**config.mk**
```make
export PLATFORM = sky130hd
export DESIGN_NAME = region_rgb_mux
export DESIGN_NICKNAME = d
export VERILOG_FILES = /design/src/rtl/region_rgb_mux.sv
export SDC_FILE = /design/constraint.sdc
export NUM_CORES = 1
export LEC_CHECK = 0
export BUFFER_PORTS_ARGS = -buffer_cell sky130_fd_sc_hd__buf_2
export CORE_ASPECT_RATIO = 0.8
export CORE_MARGIN = 5
export CORE_UTILIZATION = 45
export DETAILED_ROUTE_END_ITERATION = 10
export SLEW_MARGIN = 0
export SYNTH_ARGS = -nofsm -noshare
export SYNTH_HDL_FRONTEND = slang
export SYNTH_SLANG_ARGS = --single-unit
```
**constraint.sdc**
```tcl
create_clock -name clk -period 2.2 [get_ports clk]
set_input_delay 0.11 -clock clk [delete_from_list [all_inputs] [get_ports clk]]
set_output_delay 0.11 -clock clk [all_outputs]
set_load 0.01 [all_outputs]
```
**src/rtl/region_rgb_mux.sv**
```systemverilog
// Region-based RGB multiplexer for a raster video pipeline.
// A set of programmable rectangles selects per-pixel source colours with
// fixed priority (lowest index wins). A two-stage pipeline produces a
// registered output pixel. A frame-based blink can invert the region
// that is being edited.
module region_rgb_mux #(
  parameter int N_REG        = 8,
  parameter int RGB_W        = 12,
  parameter int COORD_W      = 10,
  parameter int BLINK_FRAMES = 30
) (
  input  logic                     clk,
  input  logic                     reset,
  input  logic                     video_on,
  input  logic [COORD_W-1:0]       pix_x,
  input  logic [COORD_W-1:0]       pix_y,
  input  logic                     frame_tick,
  input  logic [N_REG*RGB_W-1:0]   rgb_src,
  input  logic [RGB_W-1:0]         rgb_bg,
  input  logic                     cfg_we,
  input  logic [3:0]               cfg_idx,
  input  logic                     cfg_en,
  input  logic [COORD_W-1:0]       cfg_x0,
  input  logic [COORD_W-1:0]       cfg_x1,
  input  logic [COORD_W-1:0]       cfg_y0,
  input  logic [COORD_W-1:0]       cfg_y1,
  input  logic                     edit_en,
  input  logic [3:0]               edit_idx,
  output logic [RGB_W-1:0]         rgb_screen,
  output logic [N_REG-1:0]         hit_flags,
  output logic                     blink_phase
);

  logic [N_REG-1:0] hit;
  logic [N_REG-1:0] hit_s1_reg;
  logic             von_s1_reg;
  logic [7:0]       blink_cnt_reg;

  logic [N_REG-1:0] win_onehot;
  logic [3:0]       win_idx;
  logic             win_any;
  logic [RGB_W-1:0] win_src;
  logic             edit_match;
  logic [RGB_W-1:0] pix_next;
  logic [N_REG-1:0] flags_next;

  // Per-region configuration registers and rectangle hit test.
  // A write with cfg_idx outside 0..N_REG-1 matches no region and is dropped.
  for (genvar gi = 0; gi < N_REG; gi++) begin : g_region
    logic               en_reg;
    logic [COORD_W-1:0] x0_reg, x1_reg, y0_reg, y1_reg;

    // Region register file: written by the configuration strobe.
    always_ff @(posedge clk or negedge reset) begin
      if (!reset) begin
        en_reg <= 1'b0;
        x0_reg <= '0;
        x1_reg <= '0;
        y0_reg <= '0;
        y1_reg <= '0;
      end else if (cfg_we && cfg_idx == 4'(gi)) begin
        en_reg <= cfg_en;
        x0_reg <= cfg_x0;
        x1_reg <= cfg_x1;
        y0_reg <= cfg_y0;
        y1_reg <= cfg_y1;
      end
    end

    // Inverted bounds (x0>x1 or y0>y1) can never satisfy both compares.
    assign hit[gi] = en_reg &&
                     (x0_reg <= pix_x) && (pix_x <= x1_reg) &&
                     (y0_reg <= pix_y) && (pix_y <= y1_reg);
  end

  // Stage 1: capture hit vector and the matching video_on.
  always_ff @(posedge clk or negedge reset) begin
    if (!reset) begin
      hit_s1_reg <= '0;
      von_s1_reg <= 1'b0;
    end else begin
      hit_s1_reg <= hit;
      von_s1_reg <= video_on;
    end
  end

  // Winner select (lowest index wins) and stage-2 next values.
  always_comb begin
    win_onehot = hit_s1_reg & (~hit_s1_reg + 1'b1);
    win_any    = |hit_s1_reg;
    win_idx    = 4'd0;
    win_src    = '0;
    for (int i = N_REG - 1; i >= 0; i--) begin
      if (hit_s1_reg[i]) begin
        win_idx = 4'(i);
        win_src = rgb_src[i*RGB_W +: RGB_W];
      end
    end
    edit_match = edit_en && ({1'b0, edit_idx} < 5'(N_REG)) &&
                 (edit_idx == win_idx) && !blink_phase;
    if (!von_s1_reg)
      pix_next = '0;
    else if (win_any)
      pix_next = edit_match ? ~win_src : win_src;
    else
      pix_next = rgb_bg;
    // Set wins over the frame clear when both happen on the same edge.
    flags_next = (frame_tick ? '0 : hit_flags) |
                 (von_s1_reg ? win_onehot : '0);
  end

  // Stage 2: registered output pixel and sticky per-frame hit flags.
  always_ff @(posedge clk or negedge reset) begin
    if (!reset) begin
      rgb_screen <= '0;
      hit_flags  <= '0;
    end else begin
      rgb_screen <= pix_next;
      hit_flags  <= flags_next;
    end
  end

  // Blink counter: counts frames, toggles the phase on wrap.
  always_ff @(posedge clk or negedge reset) begin
    if (!reset) begin
      blink_cnt_reg <= 8'd0;
      blink_phase   <= 1'b1;
    end else if (frame_tick) begin
      if (blink_cnt_reg == 8'(BLINK_FRAMES - 1)) begin
        blink_cnt_reg <= 8'd0;
        blink_phase   <= ~blink_phase;
      end else begin
        blink_cnt_reg <= blink_cnt_reg + 8'd1;
      end
    end
  end

endmodule

```
# --- Word-level counts from Yosys, hierarchy flattened ---
# Cells that the tools add are included.
totals:
  register_bits: 366
  inputBits: 183
  out_inout_bits: 21
  elab_cells: 164
op_classes:
  addsub: 2
  order_cmp: 33
  n_eq_ne: 9
  n_mux: 22
  bitwise_logic: 5
  reduce_logical: 47
ops:
  columns: ["op", "n"]
  rows:
  - ["10-bit <= comparator", 32]
  - ["12-bit 2-to-1 mux", 11]
  - ["1-bit logical AND", 43]
  - ["4-bit 2-to-1 mux", 7]
  - ["8-bit 2-to-1 mux", 3]
  - ["8-bit by 1-bit adder with 8-bit output (second input constant)", 2]
  - ["4-bit by 3-bit == test with 1-bit output (second input constant)", 4]
  - ["12-bit inverter", 1]
  - ["8-bit AND", 1]
  - ["4-bit by 2-bit == test with 1-bit output (second input constant)", 2]
  - ["8-bit by 5-bit == test with 1-bit output (second input constant)", 1]
  - ["8-bit inverter", 1]
  - ["8-bit OR", 1]
  - ["8-bit OR reduction", 1]
  - ["4-bit by 1-bit == test with 1-bit output (second input constant)", 1]
  - ["4-bit == test", 1]
  - ["4-bit logical NOT", 1]
  - ["4-bit less-than comparator (second input constant)", 1]
  - ["3-bit 2-to-1 mux", 1]
  - ["2-bit AND reduction", 1]
  - ["1-bit logical NOT", 1]
  - ["1-bit inverter", 1]

# --- Depth between registers and ports, before layout ---
depth:
  word_depth: 14
  depth_mapped: 8
  ltp_nobuf: 8

# --- Worst setup path before layout ---
# No wires, ideal clock.
synth_path:
  path_kind: "reg-to-reg"
  from: "reg g_region[6].y1_reg[7]"
  to: "reg hit_s1_reg[6]"
  setup_time_ns: 0.125
  arrival_time_ns: 1.757
  required_time_ns: 2.075
  path_slack_ns: 0.317
  stages_incl_launch_ff: 8
  path_buffers: 0
  synth_period_minus_slack_ns: 1.883
  cell_sequence: "dfrtp_1 > inv_1 > ha_1 > a21o_1 > a21o_1 > a2111oi_0 > o32ai_1 > a2111oi_0"
synth_via:
  elab_chain_len: 2
synth_rtl:
  columns: ["item", "line_no", "rtl"]
  rows:
  - ["start: declaration", "51", "logic [COORD_W-1:0] x0_reg, x1_reg, y0_reg, y1_reg;"]
  - ["start signal: assignment", "66", "y1_reg <= cfg_y1;"]
  - ["10-bit <= comparator", "73", "(y0_reg <= pix_y) && (pix_y <= y1_reg);"]
  - ["1-bit logical AND", "73", null]
  - ["via hit[6]", "34", "logic [N_REG-1:0] hit;"]
  - ["end signal: assignment", "82", "hit_s1_reg <= hit;"]
  - ["end: declaration", "35", "logic [N_REG-1:0] hit_s1_reg;"]
# The timed path passes the listed nets, and every way through them passes these cells.
# A chain may end at the register's enable or synchronous reset.

# --- Final worst setup path ---
layout_path:
  from: "reg hit_s1_reg[4]"
  to: "reg rgb_screen[2]"
layout_via:
  elab_chain_len: 11
  elab_cells_between_ends: 18
  cone_classes: "eq/ne: 1; mux: 13; bitwise: 1; reduce/logical: 3"
layout_rtl:
  columns: ["item", "line_no", "rtl"]
  rows:
  - ["4-bit 2-to-1 mux (5 in series)", "94", "if (hit_s1_reg[i]) begin"]
  - ["4-bit == test", "100", "(edit_idx == win_idx) && !blink_phase;"]
  - ["1-bit logical AND", "99", "edit_match = edit_en && ({1'b0, edit_idx} < 5'(N_REG)) &&"]
  - ["1-bit logical AND", "100", null]
  - ["12-bit 2-to-1 mux", "104", "pix_next = edit_match ? ~win_src : win_src;"]
  - ["12-bit 2-to-1 mux *", "103", "else if (win_any)"]
  - ["12-bit 2-to-1 mux *", "101", "if (!von_s1_reg)"]
  - ["via pix_next[2]", "44", "logic [RGB_W-1:0] pix_next;"]
  - ["end signal: assignment", "118", "rgb_screen <= pix_next;"]
  - ["end: declaration", "29", "output logic [RGB_W-1:0] rgb_screen,"]
# Mark *: on every way through the listed nets, which the timed path passes. The rest lies on a longest branch.

==> reports/qor.csv <==
stage;metric;value;unit
outcome;status;finished, final reports clean;
yosys;yosys_warnings;0;
sta;finalCriticalPeriod;2.135;ns
die;fp.coreArea;0.04829;mm^2
worst_setup_path;worst-r2r-cell-count;8;
place;post-dp-hpwl;48.17;mm
sta;hold_viol_final;0;
cts;root_buffer;clkbuf_16;
die;rows;72;
cells_and_area;nets;2943;
yosys;yosys-top-cells-area;dfrtp_1 42%, ha_1 18%, mux2_1 12%, inv_1 3.6%, nand2_1 2.5%;
flow_run;cap_viol_max_count;0;
detailed_routing;wl;64.93;mm
sta;fin_setup_tns;0;ns
hold_path;hp-class;in -> reg;
worst_setup_path;critPathCapture;rgb_screen[2];
sta;setup_viol;0;
die;die-area;0.05333;mm^2
pwr;power_leakage;13.18;nW
global_routing;grt_pass1_wl;101.9;mm
global_routing;grt.total_usage;23.90;%
pwr;ir_drop;0.4672;mV
detailed_routing;via_per_inst;5.572;
yosys;synth.avg_cell_area;10.64;um^2
place;io_buffers;203;
worst_setup_path;cp-end-kind;flip-flop;
yosys;synth_area;0.02195;mm^2
die;die_w;256.9;um
worst_setup_path;reg2reg_from;hit_s1_reg[4];
detailed_routing;ant_nets;0;
global_routing;grt_pass1_vias;17860;
cts;cts_max_level;2;
sta;worst_slew_pin_slew;0.7504;ns
sta;rsz0062_at_grt;yes;
worst_setup_path;reg2reg_slack;0.06;ns
cells_and_area;finish.utilization;55.77;%
die;die_y;207.6;um
cts;clock_path_buffers;3;
yosys;synth.most_common_cell;dfrtp_1;
detailed_routing;firstDrtPassIters;6;
die;start_util;45.47;%
worst_setup_path;path_class;reg -> reg;
detailed_routing;drc;0;
worst_setup_path;worstPathMaxFanout;26;
global_routing;antenna_found_initial;1;
global_routing;grt_max_degree;63;
worst_setup_path;cp_data_required_time;2.64;ns
sta;slew_headroom;49.98;%
worst_setup_path;start_kind;flip-flop;
place;routabilityCongestion;0.9095;
yosys;ys_top_cells_by_count;365 x dfrtp_1, 322 x ha_1, 226 x mux2_1;
cts;cts_tree;done;
yosys;ys_types;65;
worst_setup_path;critPathSlowestCell;dfrtp_1;
yosys;ys_async_sr_fraction;100.0;%
cells_and_area;fill_cells;4238;
sta;min_period_over_period;97.06;%
global_routing;grt-ovfl-total;0;
yosys;synth-edff-count;0;
worst_setup_path;path_cells;buf_6 > inv_1 > o2111ai_1 > and3_1 > o2111ai_2 > buf_12 > xnor2_1 > a21oi_1;
cells_and_area;antenna_cells;0;
cells_and_area;drive_gt1_share;18.69;%
cells_and_area;syn2layout_area_growth;22.66;%
die;ioPinCount;204;
yosys;yosysSeqAreaShare;41.72;%
sta;fin_skew;0.01730;ns
worst_setup_path;startpoint;hit_s1_reg[4];
cts;insertion_delay;0.57;ns
detailed_routing;wl_per_cell;20.94;um
yosys;synthCells;2063;
yosys;synth_top_area_share;41.60;%
pwr;power.density;938.6;mW/mm^2
cts;cts_made_buffers;42;
yosys;syn_nets;2568;
detailed_routing;drtIter0Drc;1180;
worst_setup_path;slowest_delay;0.54;ns
cts;path_clk_slew;0.06;ns
yosys;ys.flop_type;dfrtp_1;
sta;slew_violations;0;
yosys;synth-seq-cells;366;
yosys;yosysTopAreaCell;dfrtp_1;
sta;hold_ws;0.04370;ns
cts;cts.sinks;366;
sta;max_clock_freq;0.4683;GHz
worst_setup_path;critPathArrivalTime;2.58;ns
worst_setup_path;reg2reg_to;rgb_screen[2];
detailed_routing;route.vias.total;17280;
how the worst min path moves through the flow:
stage,cells past startpoint,start,slack (ns),to
5_1_grt,4,rgb_src[11],0.05,rgb_screen[11]
2_1_floorplan,0,reset,-0.19,blink_cnt_reg[0]
6_report,4,rgb_src[11],0.04,rgb_screen[11]
4_1_cts,4,rgb_src[9],0.02,rgb_screen[9]
3_3_place_gp,1,reset,0.08,g_region[5].x0_reg[5]
3_5_place_dp,1,reset,0.08,g_region[5].x0_reg[4]
repair_timing:
action	in CTS	in global routing
buffers inserted	0	3
hold buffers	59	0
endpoints found under the hold margin	710	0
gates resized for setup	6	26
pin swaps	1	1
setup endpoints to repair	4	17
final cells by class:
cell class / instances / area, um^2 / share of cell area, %
multi-input cells: 1416 / 11830 / 43.92
flip-flops and latches: 366 / 9163 / 34.03
repair buffers: 400 / 2856 / 10.61
clock buffers: 60 / 1252 / 4.651
inverters: 212 / 795.8 / 2.955
well taps: 629 / 787.0 / 2.923
clock inverters: 18 / 246.5 / 0.9153
routing by layer:
| metal | global-route usage (%) | up-vias | wire [um] | share of wire [%] |
|---|---|---|---|---|
| li1 | - | 8226 | - | - |
| met1 | 32.82 | 8535 | 30480 | 47 |
| met2 | 40.02 | 423 | 30050 | 46 |
| met3 | 3.442 | 95 | 2820 | 4.3 |
| met4 | 6.310 | 0 | 1583 | 2.4 |
| met5 | 0 | - | 0 | 0 |
cells in the final DEF, fill, tap and decap left out, types with 28 or more instances in the layout:
cell type and instances:
dfrtp_1 363, ha_1 322, mux2_1 226, inv_1 211
buf_2 202, nand2_1 147, buf_4 121, a21oi_1 98
o21ai_0 86, o21ai_1 73, dlygate4sd3_1 59, nand4_1 55
clkbuf_16 45, nor2_1 40, a21o_1 39, nor2b_1 34
nor3_1 28
power by group:
group	total [mW]	internal [mW]	switching [mW]
Sequential	9.23	8.36	0.872
Clock	7.61	4.67	2.94
Combinational	8.44	3.91	4.53
critical path: cells and delay by family (launching register included):
family | cells | cell delay, ns
xor+xnor | 1 | 0.26
simple gates | 1 | 0.21
buf+inv | 3 | 0.60
flops | 1 | 0.54
compound gates | 3 | 0.38
kinds of logic after synthesis:
group / Yosys count / share of synthesized area (%)
mux: 248 / 12.72
compound gates: 454 / 12.94
flops: 366 / 41.72
xor+xnor: 16 / 0.6383
simple gates: 376 / 8.651
buf+inv: 281 / 4.981
fa+ha+maj: 322 / 18.35
through the flow:
step | cells | area (um^2) | total power, mW | setup WS [ns]
floorplan | 2063 | 21950 | 14.19 | 0.3172
global placement | 2961 | 24710 | 17.19 | -0.1237
detailed placement | 2961 | 24710 | 17.50 | -0.1424
CTS | 3098 | 26820 | 25.32 | 0.003970
global route | 3101 | 26930 | 26.90 | -0.02753
finish | 3101 | 26930 | 25.28 | 0.06460
Power figures use the tool's default switching activity.
